===== config.mk =====
export PLATFORM = sky130hd
export DESIGN_NAME = pll_reconfig_ctrl
export DESIGN_NICKNAME = d
export VERILOG_FILES = /design/src/rtl/pll_reconfig_pkg.sv /design/src/rtl/pll_reconfig_ctrl_avmm_writer.sv /design/src/rtl/pll_reconfig_ctrl.sv
export SDC_FILE = /design/constraint.sdc
export NUM_CORES = 1
export LEC_CHECK = 0
export BUFFER_PORTS_ARGS = -buffer_cell sky130_fd_sc_hd__buf_4
export CORE_MARGIN = 5
export CORE_UTILIZATION = 28
export DETAILED_ROUTE_END_ITERATION = 10
export PLACE_DENSITY_LB_ADDON = 0.05
export SLEW_MARGIN = 20
export SYNTH_ARGS = -nofsm -noshare
export SYNTH_HDL_FRONTEND = slang
export SYNTH_SLANG_ARGS = --single-unit

===== constraint.sdc =====
create_clock -name clk -period 2.1 [get_ports clk]
set_input_delay 0.21 -clock clk [delete_from_list [all_inputs] [get_ports clk]]
set_output_delay 0.21 -clock clk [all_outputs]
set_load 0.03 [all_outputs]

===== src/rtl/pll_reconfig_pkg.sv =====
// Shared types, register map and divider table for the PLL reconfiguration
// controller and its Avalon-MM write helper.
package pll_reconfig_pkg;

  // Controller sequence states
  typedef enum logic [2:0] {
    ST_IDLE        = 3'd0,
    ST_WR_MODE     = 3'd1,
    ST_WR_C        = 3'd2,
    ST_WR_START    = 3'd3,
    ST_WAIT_UNLOCK = 3'd4,
    ST_WAIT_LOCK   = 3'd5,
    ST_FINISH      = 3'd6,
    ST_FAIL        = 3'd7
  } state_t;

  // Reconfig core register addresses
  localparam logic [5:0] ADDR_MODE  = 6'd0;
  localparam logic [5:0] ADDR_START = 6'd2;
  localparam logic [5:0] ADDR_C_CNT = 6'd5;

  // Fixed write payloads: waitrequest mode select, and the start trigger
  localparam logic [31:0] MODE_WAITREQ = 32'd0;
  localparam logic [31:0] START_GO     = 32'd1;

  // Cycles to wait for lock to drop before assuming it never will
  localparam int UNLOCK_SKIP_CYCLES = 16;

  // One output counter setting: high/low VCO cycle counts and odd-divide flag
  typedef struct packed {
    logic [7:0] hi;
    logic [7:0] lo;
    logic       odd;
  } div_t;

  // 800 MHz VCO divides: 3.587, 5.369, 7.143, 9.524 MHz
  localparam div_t PROFILE_TABLE [4] = '{
    '{hi: 8'd112, lo: 8'd111, odd: 1'b1},
    '{hi: 8'd75,  lo: 8'd74,  odd: 1'b1},
    '{hi: 8'd56,  lo: 8'd56,  odd: 1'b0},
    '{hi: 8'd42,  lo: 8'd42,  odd: 1'b0}
  };

  // C-counter word field positions
  localparam int CW_IDX_LSB = 18;
  localparam int CW_ODD_BIT = 17;
  localparam int CW_BYP_BIT = 16;
  localparam int CW_HI_LSB  = 8;
  localparam int CW_LO_LSB  = 0;

  // Build the C-counter register word for a counter index and profile
  function automatic logic [31:0] c_word(input logic [4:0] cidx, input logic [1:0] prof);
    logic [31:0] w;
    div_t        d;
    d = PROFILE_TABLE[prof];
    w = '0;
    w[CW_IDX_LSB +: 5] = cidx;
    w[CW_ODD_BIT]      = d.odd;
    w[CW_BYP_BIT]      = 1'b0;
    w[CW_HI_LSB +: 8]  = d.hi;
    w[CW_LO_LSB +: 8]  = d.lo;
    return w;
  endfunction

endpackage


===== src/rtl/pll_reconfig_ctrl_avmm_writer.sv =====
// Single Avalon-MM write: holds write/address/data until the slave drops
// waitrequest, or gives up after TIMEOUT stalled cycles.
module pll_avmm_writer #(
  parameter int TIMEOUT = 65535
) (
  input  logic        clk,
  input  logic        rst_n,
  input  logic        i_start,
  input  logic [5:0]  i_addr,
  input  logic [31:0] i_data,
  input  logic        i_waitrequest,
  output logic        o_write,
  output logic [5:0]  o_address,
  output logic [31:0] o_writedata,
  output logic        o_done,
  output logic        o_timeout
);

  localparam logic [15:0] C_TMO = 16'(TIMEOUT);

  logic        r_write;
  logic [5:0]  r_addr;
  logic [31:0] r_data;
  logic [15:0] r_cnt;

  assign o_done      = r_write & ~i_waitrequest;
  assign o_timeout   = r_write & i_waitrequest & (r_cnt == C_TMO);
  assign o_write     = r_write;
  assign o_address   = r_addr;
  assign o_writedata = r_data;

  // Launch, hold and retire one write; address/data are zeroed whenever idle
  always_ff @(posedge clk or negedge rst_n) begin
    if (!rst_n) begin
      r_write <= 1'b0;
      r_addr  <= '0;
      r_data  <= '0;
      r_cnt   <= '0;
    end else if (i_start && !r_write) begin
      r_write <= 1'b1;
      r_addr  <= i_addr;
      r_data  <= i_data;
      r_cnt   <= '0;
    end else if (o_done || o_timeout) begin
      r_write <= 1'b0;
      r_addr  <= '0;
      r_data  <= '0;
      r_cnt   <= '0;
    end else if (r_write) begin
      r_cnt <= r_cnt + 16'd1;
    end
  end

endmodule


===== src/rtl/pll_reconfig_ctrl.sv =====
// Retunes one PLL output counter to one of four speed profiles through the
// reconfig core's Avalon-MM port, then waits for the PLL to relock.
module pll_reconfig_ctrl
  import pll_reconfig_pkg::*;
#(
  parameter int C_INDEX      = 4,
  parameter int LOCK_TIMEOUT = 65535
) (
  input  logic        clk,
  input  logic        rst_n,
  input  logic [1:0]  speed_sel,
  input  logic        speed_req,
  output logic        busy,
  output logic        done,
  output logic        error,
  output logic [1:0]  cur_profile,
  output logic [5:0]  mgmt_address,
  output logic        mgmt_write,
  output logic [31:0] mgmt_writedata,
  input  logic        mgmt_waitrequest,
  input  logic        pll_locked
);

  localparam logic [15:0] C_TMO  = 16'(LOCK_TIMEOUT);
  localparam logic [15:0] C_SKIP = 16'(UNLOCK_SKIP_CYCLES - 1);

  state_t      r_state;
  state_t      w_next;
  logic [15:0] r_cnt;
  logic        r_lock_s1;
  logic        r_lock_s2;
  logic        r_rdy;
  logic        r_pend_vld;
  logic [1:0]  r_pend_sel;
  logic [1:0]  r_req_sel;
  logic [1:0]  r_cur;
  logic        r_err;

  logic        w_req_vld;
  logic [1:0]  w_req_sel;
  logic        w_accept;
  logic        w_wr_state;
  logic        w_wr_start;
  logic [5:0]  w_wr_addr;
  logic [31:0] w_wr_data;
  logic        w_wr_done;
  logic        w_wr_tmo;
  logic        w_tmo_hit;

  // A fresh strobe overrides anything pending; r_rdy holds off the first edge after reset
  assign w_req_vld  = speed_req | r_pend_vld;
  assign w_req_sel  = speed_req ? speed_sel : r_pend_sel;
  assign w_accept   = (r_state == ST_IDLE) & r_rdy & w_req_vld;
  assign w_wr_state = (r_state == ST_WR_MODE) | (r_state == ST_WR_C) | (r_state == ST_WR_START);
  assign w_wr_start = w_wr_state & (r_cnt == 16'd0);
  assign w_tmo_hit  = (r_cnt == C_TMO);

  assign error       = r_err;
  assign cur_profile = r_cur;

  // Two-flop synchroniser for the asynchronous lock indication
  always_ff @(posedge clk or negedge rst_n) begin
    if (!rst_n) begin
      r_lock_s1 <= 1'b0;
      r_lock_s2 <= 1'b0;
    end else begin
      r_lock_s1 <= pll_locked;
      r_lock_s2 <= r_lock_s1;
    end
  end

  // State register
  always_ff @(posedge clk or negedge rst_n) begin
    if (!rst_n) r_state <= ST_IDLE;
    else        r_state <= w_next;
  end

  // Next state, bus payload per write state, and status decode
  always_comb begin
    w_next    = r_state;
    w_wr_addr = '0;
    w_wr_data = '0;
    busy      = 1'b0;
    done      = 1'b0;
    case (r_state)
      ST_IDLE: begin
        if (w_accept) w_next = (w_req_sel != r_cur) ? ST_WR_MODE : ST_FINISH;
      end
      ST_WR_MODE: begin
        busy      = 1'b1;
        w_wr_addr = ADDR_MODE;
        w_wr_data = MODE_WAITREQ;
        if (w_wr_done)     w_next = ST_WR_C;
        else if (w_wr_tmo) w_next = ST_FAIL;
      end
      ST_WR_C: begin
        busy      = 1'b1;
        w_wr_addr = ADDR_C_CNT;
        w_wr_data = c_word(5'(C_INDEX), r_req_sel);
        if (w_wr_done)     w_next = ST_WR_START;
        else if (w_wr_tmo) w_next = ST_FAIL;
      end
      ST_WR_START: begin
        busy      = 1'b1;
        w_wr_addr = ADDR_START;
        w_wr_data = START_GO;
        if (w_wr_done)     w_next = ST_WAIT_UNLOCK;
        else if (w_wr_tmo) w_next = ST_FAIL;
      end
      ST_WAIT_UNLOCK: begin
        busy = 1'b1;
        // Some retunes never visibly drop lock; stop waiting after a short window
        if (!r_lock_s2 || (r_cnt == C_SKIP)) w_next = ST_WAIT_LOCK;
        else if (w_tmo_hit)                  w_next = ST_FAIL;
      end
      ST_WAIT_LOCK: begin
        busy = 1'b1;
        if (r_lock_s2)      w_next = ST_FINISH;
        else if (w_tmo_hit) w_next = ST_FAIL;
      end
      ST_FINISH: begin
        done   = 1'b1;
        w_next = ST_IDLE;
      end
      ST_FAIL: begin
        w_next = ST_IDLE;
      end
      default: w_next = ST_IDLE;
    endcase
  end

  // Per-state cycle counter, restarted on every state entry and saturating
  always_ff @(posedge clk or negedge rst_n) begin
    if (!rst_n) begin
      r_cnt <= '0;
    end else if ((w_next != r_state) || (r_state == ST_IDLE)) begin
      r_cnt <= '0;
    end else if (r_cnt != 16'hFFFF) begin
      r_cnt <= r_cnt + 16'd1;
    end
  end

  // Request bookkeeping: pending slot, applied profile and sticky error
  always_ff @(posedge clk or negedge rst_n) begin
    if (!rst_n) begin
      r_rdy      <= 1'b0;
      r_pend_vld <= 1'b0;
      r_pend_sel <= '0;
      r_req_sel  <= '0;
      r_cur      <= '0;
      r_err      <= 1'b0;
    end else begin
      r_rdy <= 1'b1;
      if (w_accept) begin
        r_req_sel  <= w_req_sel;
        r_pend_vld <= 1'b0;
        r_err      <= 1'b0;
      end else if (speed_req) begin
        r_pend_vld <= 1'b1;
        r_pend_sel <= speed_sel;
      end
      if ((r_state == ST_WAIT_LOCK) && (w_next == ST_FINISH)) r_cur <= r_req_sel;
      if ((w_next == ST_FAIL) && (r_state != ST_FAIL))       r_err <= 1'b1;
    end
  end

  pll_avmm_writer #(
    .TIMEOUT (LOCK_TIMEOUT)
  ) u_writer (
    .clk           (clk),
    .rst_n         (rst_n),
    .i_start       (w_wr_start),
    .i_addr        (w_wr_addr),
    .i_data        (w_wr_data),
    .i_waitrequest (mgmt_waitrequest),
    .o_write       (mgmt_write),
    .o_address     (mgmt_address),
    .o_writedata   (mgmt_writedata),
    .o_done        (w_wr_done),
    .o_timeout     (w_wr_tmo)
  );

endmodule


Word level (Yosys, flattened, before mapping)
Cells that the tools add are included.
{"block": "op_classes", "n_eq_ne": 16, "magnitude_cmp": 1, "n_reduce_logical": 17, "n_mux": 33, "n_bitwise": 11, "add_sub_neg": 2}
{"operator": "16-bit 2-to-1 mux", "n": 5}
{"operator": "32-bit 2-to-1 mux", "n": 2}
{"operator": "21-bit case mux with 2 select lines", "n": 1}
{"operator": "17-bit binary-select mux with 2-bit select", "n": 1}
{"operator": "17-bit 2-to-1 mux", "n": 2}
{"operator": "16-bit by 1-bit adder with 16-bit output (second input constant)", "n": 2}
{"operator": "16-bit == test (second input constant)", "n": 2}
{"operator": "3-bit 2-to-1 mux", "n": 9}
{"operator": "3-bit case mux with 7 select lines", "n": 1}
{"operator": "3-bit == test (second input constant)", "n": 6}
{"operator": "16-bit by 4-bit == test with 1-bit output (second input constant)", "n": 1}
{"operator": "16-bit logical NOT", "n": 1}
{"operator": "16-bit inequality test (second input constant)", "n": 1}
{"operator": "6-bit 2-to-1 mux", "n": 2}
{"operator": "1-bit 2-to-1 mux", "n": 8}
{"operator": "2-bit nonzero test", "n": 4}
{"operator": "1-bit AND", "n": 6}
{"operator": "3-bit by 2-bit == test with 1-bit output (second input constant)", "n": 2}
{"operator": "3-bit case mux with 2 select lines", "n": 1}
{"operator": "5-bit OR reduction", "n": 1}
{"operator": "3-bit by 1-bit == test with 1-bit output (second input constant)", "n": 1}
{"operator": "3-bit >= comparator (second input constant)", "n": 1}
{"operator": "1-bit logical AND", "n": 3}
{"operator": "3-bit logical NOT", "n": 1}
{"operator": "11 further kinds", "n": 16}
{"block": "word_totals", "inputBits": 7, "output_inout_bits": 44, "reg_bits": 85, "elab_cells": 94}

Longest topological paths before layout
Gate-level depths: netlist (run 1).
{"block": "depth", "word_depth": 8, "mapped_depth": 10, "ltp_nobuf": 8}

Hierarchy
From an unflattened synthesis (run 1), not the netlist that was laid out.
{"block": "unflattened", "cells_unflattened": 362, "area_unflattened_um2": 3927.5}
{"mod": "pll_avmm_writer", "area_per_inst_um2": 2214.6, "seq_area_each_um2": 1376.3, "instances": 1, "cells_each": 177}
{"mod": "pll_reconfig_ctrl", "area_per_inst_um2": 1712.9, "seq_area_each_um2": 750.7, "instances": 1, "cells_each": 185}

Worst setup path after synthesis (run 1)
No wires, ideal clock.
{"block": "synth_path", "path_kind": "reg-to-reg", "startpoint": "register u_writer.r_write, in the netlist u_writer.o_write", "endpoint": "register r_cnt[10]", "n_path_buf": 2, "arrival_time_ps": 2237, "required_time_ps": 1980, "setup_slack_ps": -257, "path_stages_with_launch": 9, "cell_sequence": "dfrtp_1 buf_2 nand4_1 nor2_1 nand3_2 o311a_1 o31ai_4 buf_6 nor3_1"}
{"block": "synth_between", "elab_chain_cells": 8}
{"element": "start: declaration", "line_no": "pll_reconfig_ctrl_avmm_writer.sv:21", "source": "logic r_write;"}
{"element": "start signal: assignment", "line_no": "pll_reconfig_ctrl_avmm_writer.sv:35", "source": "r_write <= 1'b0;"}
{"element": "start signal: assignment", "line_no": "pll_reconfig_ctrl_avmm_writer.sv:40", "source": "r_write <= 1'b1;"}
{"element": "start signal: assignment", "line_no": "pll_reconfig_ctrl_avmm_writer.sv:45", "source": "r_write <= 1'b0;"}
{"element": "1-bit AND (2 in series)", "line_no": "pll_reconfig_ctrl_avmm_writer.sv:27", "source": "assign o_timeout = r_write & i_waitrequest & (r_cnt == C_TMO);"}
{"element": "3-bit 2-to-1 mux", "line_no": "pll_reconfig_ctrl.sv:94, pll_reconfig_ctrl.sv:101, pll_reconfig_ctrl.sv:108"}
{"element": "3-bit 2-to-1 mux, on equally long branches", "line_no": "pll_reconfig_ctrl.sv:107, pll_reconfig_ctrl.sv:93, pll_reconfig_ctrl.sv:100"}
{"element": "3-bit case mux with 7 select lines (*)", "line_no": "pll_reconfig_ctrl.sv:85", "source": "case (r_state)"}
{"element": "3-bit inequality test (*)", "line_no": "pll_reconfig_ctrl.sv:136", "source": "end else if ((w_next != r_state) || (r_state == ST_IDLE)) begin"}
{"element": "1-bit logical OR (*)", "line_no": "pll_reconfig_ctrl.sv:136"}
{"element": "16-bit 2-to-1 mux or 2-bit nonzero test (tied branches)"}
{"element": "end signal: assignment", "line_no": "pll_reconfig_ctrl.sv:139", "source": "r_cnt <= r_cnt + 16'd1;"}
{"element": "end: declaration", "line_no": "pll_reconfig_ctrl.sv:29", "source": "logic [15:0] r_cnt;"}
Mark *: on every way between the ends. The rest lies on a longest branch, timed or not.
A chain may end at the register's enable or synchronous reset.

Worst setup path in the final report (run 1)
{"block": "layout_path", "startpoint": "register r_cnt[14]", "endpoint": "register r_cnt[6]"}
{"block": "layout_between", "elab_chain_cells": 7}
{"element": "16-bit == test or 16-bit by 4-bit == test with 1-bit output (tied branches)", "line_no": "pll_reconfig_ctrl.sv:56, pll_reconfig_ctrl.sv:113"}
{"element": "3-bit 2-to-1 mux or 1-bit logical OR (tied branches)", "line_no": "pll_reconfig_ctrl.sv:114, pll_reconfig_ctrl.sv:119, pll_reconfig_ctrl.sv:113"}
{"element": "3-bit 2-to-1 mux, on equally long branches", "line_no": "pll_reconfig_ctrl.sv:118, pll_reconfig_ctrl.sv:113"}
{"element": "3-bit case mux with 7 select lines", "line_no": "pll_reconfig_ctrl.sv:85"}
{"element": "3-bit inequality test", "line_no": "pll_reconfig_ctrl.sv:136"}
{"element": "1-bit logical OR", "line_no": "pll_reconfig_ctrl.sv:136"}
{"element": "16-bit 2-to-1 mux or 2-bit nonzero test (tied branches)"}
Several ways; a longest one is shown, not always the timed one.

==> flow_metrics.tcl, run 1 <==
set metrics [dict create \
    violations "negative setup slack" \
    top_layer "met4" \
    drive_gt1_share_pct 33.01 \
    maxCapViolations 0 \
    die_height_um 116.9 \
    cts-buffers-inserted 9 \
    worst-path-buf-inv 1 \
    skew_ns 0.007177 \
    synthTopCellsByArea "dfrtp_1 46%, buf_4 6.1%, xor2_1 5.5%" \
    cts.reportedPaths.clkPinSlew_ns 0.05 \
    fmax_ghz 0.4691 \
    pin_count 51 \
    wl_per_cell_um 14.25 \
    synth_seq_cells 59 \
    dp_cells 529 \
    fin_crit_sh_pct 101.5 \
    pre_cts_ws_ns -0.09341 \
    crit_type "reg2reg" \
    synth.most_common_cell "dfrtp_1" \
    reg2reg_from "r_cnt[14]" \
    die_area_um2 13660 \
    met2WireLength_um 3691 \
    r2r_slack_ns -0.03 \
    setup_viol 17 \
    ff_latch_area_um2 1479 \
    viasPerCell 4.564 \
    yosysTopAreaCellShare_pct 46.15 \
    dpl.hpwl_um 5423 \
    crit_path_max_fanout 16 \
    clockBufferDepth 2 \
    start_util_pct 28.26 \
    final_area_um2 4252 \
    slew_headroom_pct 46.41 \
    critical_path.startpoint_type "flop" \
    synth_seq_area_share_pct 46.15 \
    num_vias 2533 \
    critical_path_required_ns 2.32 \
    power_density_nw_per_um2 1350 \
    yosys.area.top_type "dfrtp_1" \
    fin_ws_ns -0.03181 \
    ant_nets 0 \
    h-tree-depth 3 \
    rr_worst_depth 7 \
    crit_start "r_cnt[14]" \
    finalHoldViolCount 0 \
    status "complete, but fails checks" \
    synth_common_cells "59 x dfrtp_1, 36 x nor2_1, 26 x buf_4, 26 x nand2_1, 20 x xor2_1" \
    holdCritPathClass "in2reg" \
    multi_input_area_um2 1625 \
    num-nets-final 417 \
    grt_overflow 0 \
    yosys_warnings 0 \
    synth.avg_cell_area_um2 9.784 \
    gp_congestion 0.7613 \
    synth_flop_cell "dfrtp_1" \
    cts_root_buf "clkbuf_16" \
    cpLargestDelayFamily "simple AND/OR/NAND/NOR gates" \
    grt_use_total_pct 12.43 \
    cpPeakStageDelay_ns 0.60 \
    crit_cells 7 \
    drt-met1-wl_um 3802 \
    fillers 1159 \
    drc 0 \
    place_area_um2 3804 \
    path_cells "nand4_1 > or4_4 > a31o_2 > o311a_1 > o31ai_4 > buf_12 > nor3_1" \
    cts_tree "done" \
    totalWireLength_um 7909 \
    rows 39 \
    leakagePower_uw 0.001957 \
    syn2layout_area_growth_pct 32.89 \
    regToRegEndpoint "r_cnt[6]" \
    ir_worst_vdd_uv 601.5 \
    worst_pin_slew_ns 0.8039 \
    stdcell_count 555 \
    postSynthCellCount 327 \
    rsz0062_at_grt "true" \
    grt_max_degree 60 \
    drtIter0Drc 68 \
    die_x_um 116.9 \
    yosysUniqueCellTypes 52 \
    first_pass_iters 4 \
    netlist_area_um2 3199 \
    finalMaxSlewViolations 0 \
    port_buffers 30 \
    grt_antenna_before_repair 0 \
    insertion_delay_ns 0.33 \
    grt_pass1_wl_um 13100 \
    slowest_stage "or4_4" \
    arrival_ns 2.35 \
    cts_sinks 59 \
    first_global_vias 2517 \
    endpoint "r_cnt[6]" \
    end_kind "flop" \
    fin_crit_ns 2.132 \
    synth_edf_count 0 \
    core-area_um2 11320 \
    wl_met3_um 277 \
    antenna_cells 0 \
    async_flop_share_pct 100.0 \
]
-- per-layer routing --
metal	global-route usage, %	vias to the layer above
met1	16.74	1224
li1	-	1260
met5	0	-
met2	19.07	38
met4	5.046	0
met3	3.188	11
-- final cells by class --
class / count / share of cell area [%]
well taps: 143 / 4.208
clock buffers: 14 / 6.210
repair buffers: 85 / 15.98
clock inverters: 2 / 0.2354
inverters: 4 / 0.3531
multi-input cells: 248 / 38.23
flip-flops and latches: 59 / 34.79
-- flip-flops by register name, indices dropped and copies added, names as in the netlist --
register,flops
r_rdy,1
error,1
r_pend_sel,2
r_pend_vld,1
cur_profile,2
u_writer.o_address,1
r_lock_s2,1
r_req_sel,2
u_writer.r_cnt,16
u_writer.o_write,1
r_state,3
r_lock_s1,1
r_cnt,16
u_writer.o_writedata,11
-- worst reg2reg max path, stage by stage (launching register included) --
cell and delay, ns:
dfrtp_1 0.41, nand4_1 0.15, or4_4 0.60, a31o_2 0.24, o311a_1 0.14, o31ai_4 0.22
buf_12 0.19, nor3_1 0.07
-- placed cells by master (no fill, tap or decap), drive strengths merged, types with 3 or more instances in the layout --
master and n:
mux2i 3, nor2 37, buf 83, nor2b 4
mux2 4, xor2 20, o21a 3, nor3 17
ha 3, nor4 5, xnor2 10, a21oi 13
inv 4, conb 21, nand2b 4, nand3 11
and3 7, dfrtp 59, nand4 12, o21ai 12
and2 5, clkbuf 14, a22o 6, nand2 26
-- power by group --
group	internal, uW	leakage [uW]	total (uW)	switching [uW]
clock	859	0.000137	1380	517
sequential	1370	0.000785	1590	216
combinational	1190	0.00104	2770	1590
-- repair_timing --
| action | in CTS | in global routing |
|---|---|---|
| setup endpoints to repair | 23 | 47 |
| setup buffers | 2 | 4 |
| gates cloned | 1 | 1 |
| pin swaps | 4 | 3 |
| hold buffers | 2 | 0 |
| resized for setup | 5 | 20 |
| endpoints found under the hold margin | 2 | 0 |
-- worst min path at each step --
stage          slack [ns]    startpoint        endpoint  depth (start not counted)
3_3_place_gp         0.32    pll_locked       r_lock_s1                          1
2_1_floorplan       -0.09         rst_n  cur_profile[0]                          0
5_1_grt              0.13  speed_sel[1]   r_pend_sel[1]                          2
3_5_place_dp         0.32    pll_locked       r_lock_s1                          1
4_1_cts              0.12  speed_sel[0]   r_pend_sel[0]                          2
6_report             0.13  speed_sel[0]   r_pend_sel[0]                          2
-- cell families after synthesis --
kind of cell | share of synthesized area (%)
muxes | 2.346
DFF | 46.15
AOI/OAI and AO/OA | 10.79
xor gates and xnor gates | 8.213
other | 0.2347
adders and majority gates | 1.173
and+or+nand+nor | 22.49
buffers and inverters | 8.604
-- metrics by stage --
stage | setup TNS (ns) | hold slack (ns) | power [uW] | util, %
after global routing | -2.554 | 0.1331 | 6118 | 37.56
after global placement | -0.8041 | 0.3206 | 4221 | 33.60
after floorplan | -0.6994 | -0.08559 | 3283 | -
after detailed placement | -0.9460 | 0.3229 | 4214 | 33.60
after CTS | -0.4312 | 0.1210 | 5683 | 36.65
final | -0.3802 | 0.1323 | 5740 | 37.56
Note: power is estimated with default switching activity, not from simulation.
==> run 2: changes to the inputs <==
==> constraint.sdc (replaced) <==
create_clock -name clk -period 1.7 [get_ports clk]
set_input_delay 0.17 -clock clk [delete_from_list [all_inputs] [get_ports clk]]
set_output_delay 0.17 -clock clk [all_outputs]
set_load 0.03 [all_outputs]
==> run 2 against run 1 <==
Against the previous run:
- the flow still finishes with violations (negative setup slack)
- combinational power increased by 52%
- register-to-register slack got worse by 0.43 ns
- die area unchanged
- clock skew about the same
- sequential cell count unchanged
- final area increased by 9.9%
- count of clock-buffer cells in the layout unchanged
- global-route usage increased by 1.5 points
- via count increased by 7.7%
- first-iteration DRC count increased by 88%
==> flow_metrics.tcl, run 2 (synthesis gave the netlist of run 1 again) <==
set metrics [dict create \
    status "complete, but fails checks" \
    violations "negative setup slack" \
    maxCapViolations 0 \
    gp_congestion 0.7707 \
    first_global_vias 2771 \
    p_switching_uw 3015 \
    cts.reportedPaths.clkPinSlew_ns 0.05 \
    port_buffers 30 \
    stdcell_count 601 \
    setup_viol 48 \
    ff_latch_area_um2 1478 \
    grt-busiest-layer "met2" \
    cts_sinks 59 \
    skew_ns 0.006779 \
    multi_input_area_um2 1640 \
    fin_ws_ns -0.4652 \
    h-tree-depth 3 \
    rsz0062_at_grt "true" \
    syn2layout_area_growth_pct 46.11 \
    grtUsageMet1_pct 17.58 \
    drtIter0Drc 128 \
    use_met3_pct 5.039 \
    internal_power_uw 4791 \
    start_util_pct 28.26 \
    num_vias 2729 \
    finalMaxSlewViolations 0 \
    dp_cells 569 \
    insertion_delay_ns 0.34 \
    first_pass_iters 4 \
    grt_pass1_wl_um 14380 \
    power.total_uw 7806 \
    p_sw_share_pct 38.62 \
    drive_gt1_share_pct 39.52 \
    power_density_nw_per_um2 1670 \
    p_clk_share_pct 21.6 \
    fin_crit_ns 2.165 \
    whs_path_depth 2 \
    critical_path_required_ns 1.91 \
    die_area_um2 13660 \
    rr_worst_depth 9 \
    fmax_ghz 0.4619 \
    grt_overflow 0 \
    fin_crit_sh_pct 127.4 \
    grt_antenna_before_repair 0 \
    cts-buffers-inserted 9 \
    drc 0 \
    ir_worst_vdd_uv 808.1 \
    fillers 1161 \
    end_kind "flop" \
    layout_common_cells "118 x buf_4, 58 x dfrtp_1, 32 x nor2_1" \
    viasPerCell 4.541 \
    leakagePower_uw 0.002216 \
    arrival_ns 2.38 \
    crit_type "reg2reg" \
    die_x_um 116.9 \
    grt_use_total_pct 13.94 \
    critical_path.startpoint_type "flop" \
    holdWs_ns 0.08139 \
    ant_nets 0 \
    cts_tree "done" \
    cts_root_buf "clkbuf_16" \
    clockBufferDepth 2 \
    rows 39 \
    seqPwrFrac_pct 24.6 \
    setup-tns-final_ns -14.39 \
    dpl.hpwl_um 6131 \
    die_height_um 116.9 \
    antenna_cells 0 \
    holdCritPathClass "in2reg" \
    num-nets-final 463 \
    grt_max_degree 32 \
    pin_count 51 \
    comb_power_share_pct 53.8 \
    crit_path_max_fanout 7 \
    core-area_um2 11320 \
    finalHoldViolCount 0 \
    layout_commonest_cell "buf_4" \
    wl_per_cell_um 14.43 \
    grt_use_met2_pct 22.37 \
    totalWireLength_um 8674 \
]
-- run 2: power groups by stage --
| stage | combinational (uW) | clock, uW | sequential [uW] |
|---|---|---|---|
| global placement | 3620 | 0 | 1940 |
| floorplan | 1910 | 0 | 2190 |
| CTS | 4200 | 1750 | 1930 |
| detailed placement | 3610 | 0 | 1940 |
| finish | 4200 | 1690 | 1920 |
| global route | 4550 | 1820 | 1960 |
-- run 2: layout make-up --
| cell class | count | area share (%) |
|---|---|---|
| Clock inverter | 2 | 0.2141 |
| Tap cell | 143 | 3.828 |
| Inverter | 4 | 0.3212 |
| Timing Repair Buffer | 131 | 23.29 |
| Multi-Input combinational cell | 248 | 35.09 |
| Sequential cell | 59 | 31.61 |
| Clock buffer | 14 | 5.648 |
-- run 2: per-layer routing --
| metal | vias to the layer above | routed length [um] |
|---|---|---|
| li1 | 1354 | - |
| met1 | 1313 | 3995 |
| met2 | 55 | 4138 |
| met3 | 7 | 421 |
| met4 | 0 | 119 |
| met5 | - | 0 |
-- run 2: critical path, stage by stage, from the launching register on --
cell     delay (ns)
dfrtp_1        0.39
nand4_1        0.15
or4_4          0.57
buf_4          0.16
nor2_4         0.09
o22ai_2        0.07
o21a_1         0.21
a21oi_4        0.15
buf_4          0.18
nor3_1         0.07
-- run 2: metrics by stage --
stage / setup WS [ns] / instance area (um2) / util (%)
CTS: -0.4789 / 4634 / 40.94
finish: -0.4652 / 4674 / 41.29
global placement: -0.4588 / 4130 / 36.48
floorplan: -0.4693 / 3314 / -
detailed placement: -0.4802 / 4130 / 36.48
global route: -0.5772 / 4674 / 41.29
-- run 2: worst paths after layout --
| path | startpoint | to | slack (ns) |
|---|---|---|---|
| min in group asynchronous | rst_n | u_writer.o_writedata[3] | 0.34 |
| setup reg to reg | r_cnt[13] | r_cnt[10] | -0.47 |
| hold / removal | speed_sel[0] | r_pend_sel[0] | 0.08 |
| max in group asynchronous | rst_n | r_cnt[10] | 0.86 |
| hold reg to reg | r_lock_s1 | r_lock_s2 | 0.34 |
| setup / recovery | r_cnt[13] | r_cnt[10] | -0.47 |
-- run 2: what timing repair did --
item / 4_1_cts / 5_1_grt
gates cloned: 3 / 0
setup buffers: 9 / 2
hold buffers: 2 / 0
pin swaps: 6 / 5
hold endpoints to repair: 30 / 0
endpoints found under the setup margin: 51 / 49
resized for setup: 22 / 6
==> run 3: changes to the inputs <==
--- a/config.mk
+++ b/config.mk
@@ -7,7 +7,8 @@
 export LEC_CHECK = 0
 export BUFFER_PORTS_ARGS = -buffer_cell sky130_fd_sc_hd__buf_4
 export CORE_MARGIN = 5
-export CORE_UTILIZATION = 28
+export CORE_UTILIZATION = 42
+export CTS_BUF_LIST = sky130_fd_sc_hd__clkbuf_8
 export DETAILED_ROUTE_END_ITERATION = 10
 export PLACE_DENSITY_LB_ADDON = 0.05
 export SLEW_MARGIN = 20
==> run 3 against run 2 <==
Against the previous run:
- the run still ends with negative setup slack left
- sequential share of layout area is 1.7 points higher
- final area down 5.0%
- sequential power barely moved
- clock skew rose by 0.0092 ns
- critical endpoint is now r_cnt[9]
- largest power group unchanged
==> flow_metrics.tcl, run 3 (synthesis gave the netlist of run 1 again) <==
set metrics [dict create \
    rsz0062_at_grt "true" \
    skew_ns 0.01600 \
    leakagePower_uw 0.002111 \
    cts_root_buf "clkbuf_8" \
    violations "negative setup slack" \
    die_area_um2 9462 \
    drive_gt1_share_pct 39.47 \
    cpPeakStageDelay_ns 0.60 \
    path_cells "nand4_1 > or4_4 > a31o_4 > o311a_4 > o31ai_4 > buf_6 > nor3_2" \
    first_global_vias 2712 \
    gp_congestion 0.8369 \
    viasPerCell 4.905 \
    fin_crit_sh_pct 129.7 \
    start_util_pct 43.64 \
    fin_crit_ns 2.204 \
    slowest_stage "or4_4" \
    maxCapViolations 0 \
    critical_path_required_ns 1.92 \
    cts_sinks 59 \
    cts_tree "done" \
    port_buffers 30 \
    antenna_cells 0 \
    worst-path-buf-inv 1 \
    finalMaxSlewViolations 0 \
    fmax_ghz 0.4536 \
    end_kind "flop" \
    grt_pass1_wl_um 12920 \
    grt_antenna_before_repair 0 \
    ir_worst_vdd_uv 763.9 \
    num-nets-final 456 \
    cpLargestDelayFamily "simple AND/OR/NAND/NOR gates" \
    critical_path.startpoint_type "flop" \
    drtIter0Drc 105 \
    core-area_um2 7331 \
    crit_type "reg2reg" \
    grt_use_total_pct 16.61 \
    insertion_delay_ns 0.34 \
    power.total_uw 7073 \
    first_pass_iters 4 \
    holdWs_ns 0.08065 \
    grt_max_degree 31 \
    holdCritPathClass "in2reg" \
    wl_per_cell_um 13.81 \
    clockBufferDepth 2 \
    cts-buffers-inserted 9 \
    die_x_um 97.28 \
    dpl.hpwl_um 5386 \
    cts.reportedPaths.clkPinSlew_ns 0.08 \
    grt_overflow 0 \
    power_density_nw_per_um2 1592 \
    layout_common_cells "117 x buf_4, 58 x dfrtp_1, 31 x nor2_1" \
    rows 31 \
    ant_nets 0 \
    syn2layout_area_growth_pct 38.83 \
    die_height_um 97.28 \
    layout_commonest_cell "buf_4" \
    pin_count 51 \
    finalHoldViolCount 0 \
    num_vias 2698 \
    h-tree-depth 3 \
    setup_viol 49 \
    totalWireLength_um 7596 \
    arrival_ns 2.43 \
    drc 0 \
    status "complete, but fails checks" \
    fin_ws_ns -0.5044 \
    crit_path_max_fanout 6 \
]
-- run 3: through the flow --
stage | utilization, % | setup TNS, ns | cells | area, um2 | setup slack, ns
floorplan | - | -13.35 | 346 | 3314 | -0.4693
global placement | 54.39 | -14.74 | 515 | 3988 | -0.5440
detailed placement | 54.39 | -15.24 | 515 | 3988 | -0.4569
CTS | 59.33 | -14.67 | 546 | 4349 | -0.4512
global route | 60.59 | -19.91 | 550 | 4442 | -0.5903
finish | 60.59 | -14.69 | 550 | 4442 | -0.5044
-- run 3: layout make-up --
| type | instances | area, um2 |
|---|---|---|
| inverter | 4 | 15.01 |
| clock buffer | 11 | 151.4 |
| fill | 637 | 2889 |
| tap | 99 | 123.9 |
| timing repair buffer | 124 | 972.2 |
| multi-input combinational | 248 | 1648 |
| clock inverter | 5 | 53.80 |
| sequential | 59 | 1478 |
-- run 3: path summary, 6_finish.rpt --
kind	slack (ns)	endpoint	startpoint	depth (start not counted)
worst max-delay path	-0.50	r_cnt[9]	r_cnt[13]	7
min in group asynchronous	0.31	u_writer.o_writedata[13]	rst_n	2
max in group asynchronous	0.89	r_lock_s1	rst_n	3
worst min register to register	0.36	r_lock_s2	r_lock_s1	0
worst min-delay path	0.08	r_pend_sel[1]	speed_sel[1]	2
worst max register to register	-0.50	r_cnt[9]	r_cnt[13]	7
-- run 3: worst reg2reg max path, cell delays in order, from the launching register on --
cell     delay [ns]
dfrtp_1        0.40
nand4_1        0.14
or4_4          0.60
a31o_4         0.25
o311a_4        0.12
o31ai_4        0.33
buf_6          0.19
nor3_2         0.05
-- run 3: timing repair --
| item | CTS | global route |
|---|---|---|
| hold buffers | 2 | 0 |
| setup endpoints to repair | 50 | 50 |
| buffers inserted | 12 | 5 |
| pin swaps | 8 | 7 |
| gates resized for setup | 16 | 13 |
| gates cloned | 1 | 0 |
| endpoints found under the hold margin | 30 | 0 |
-- run 3: where the power goes --
group,switching [uW],leakage (uW),internal [uW]
Clock,554,0.000103,749
Combinational,2090,0.00122,1750
Sequential,232,0.000787,1690
Total,2880,0.00211,4190
-- run 3: routing by layer --
| metal | track usage [%] | wire [um] | part of all wire, % | vias up |
|---|---|---|---|---|
| li1 | - | - | - | 1339 |
| met1 | 20.60 | 3413 | 45 | 1299 |
| met2 | 27.92 | 3740 | 49 | 54 |
| met3 | 5.169 | 369 | 4.9 | 6 |
| met4 | 4.686 | 73 | 0.96 | 0 |
| met5 | 0 | 0 | 0 | - |
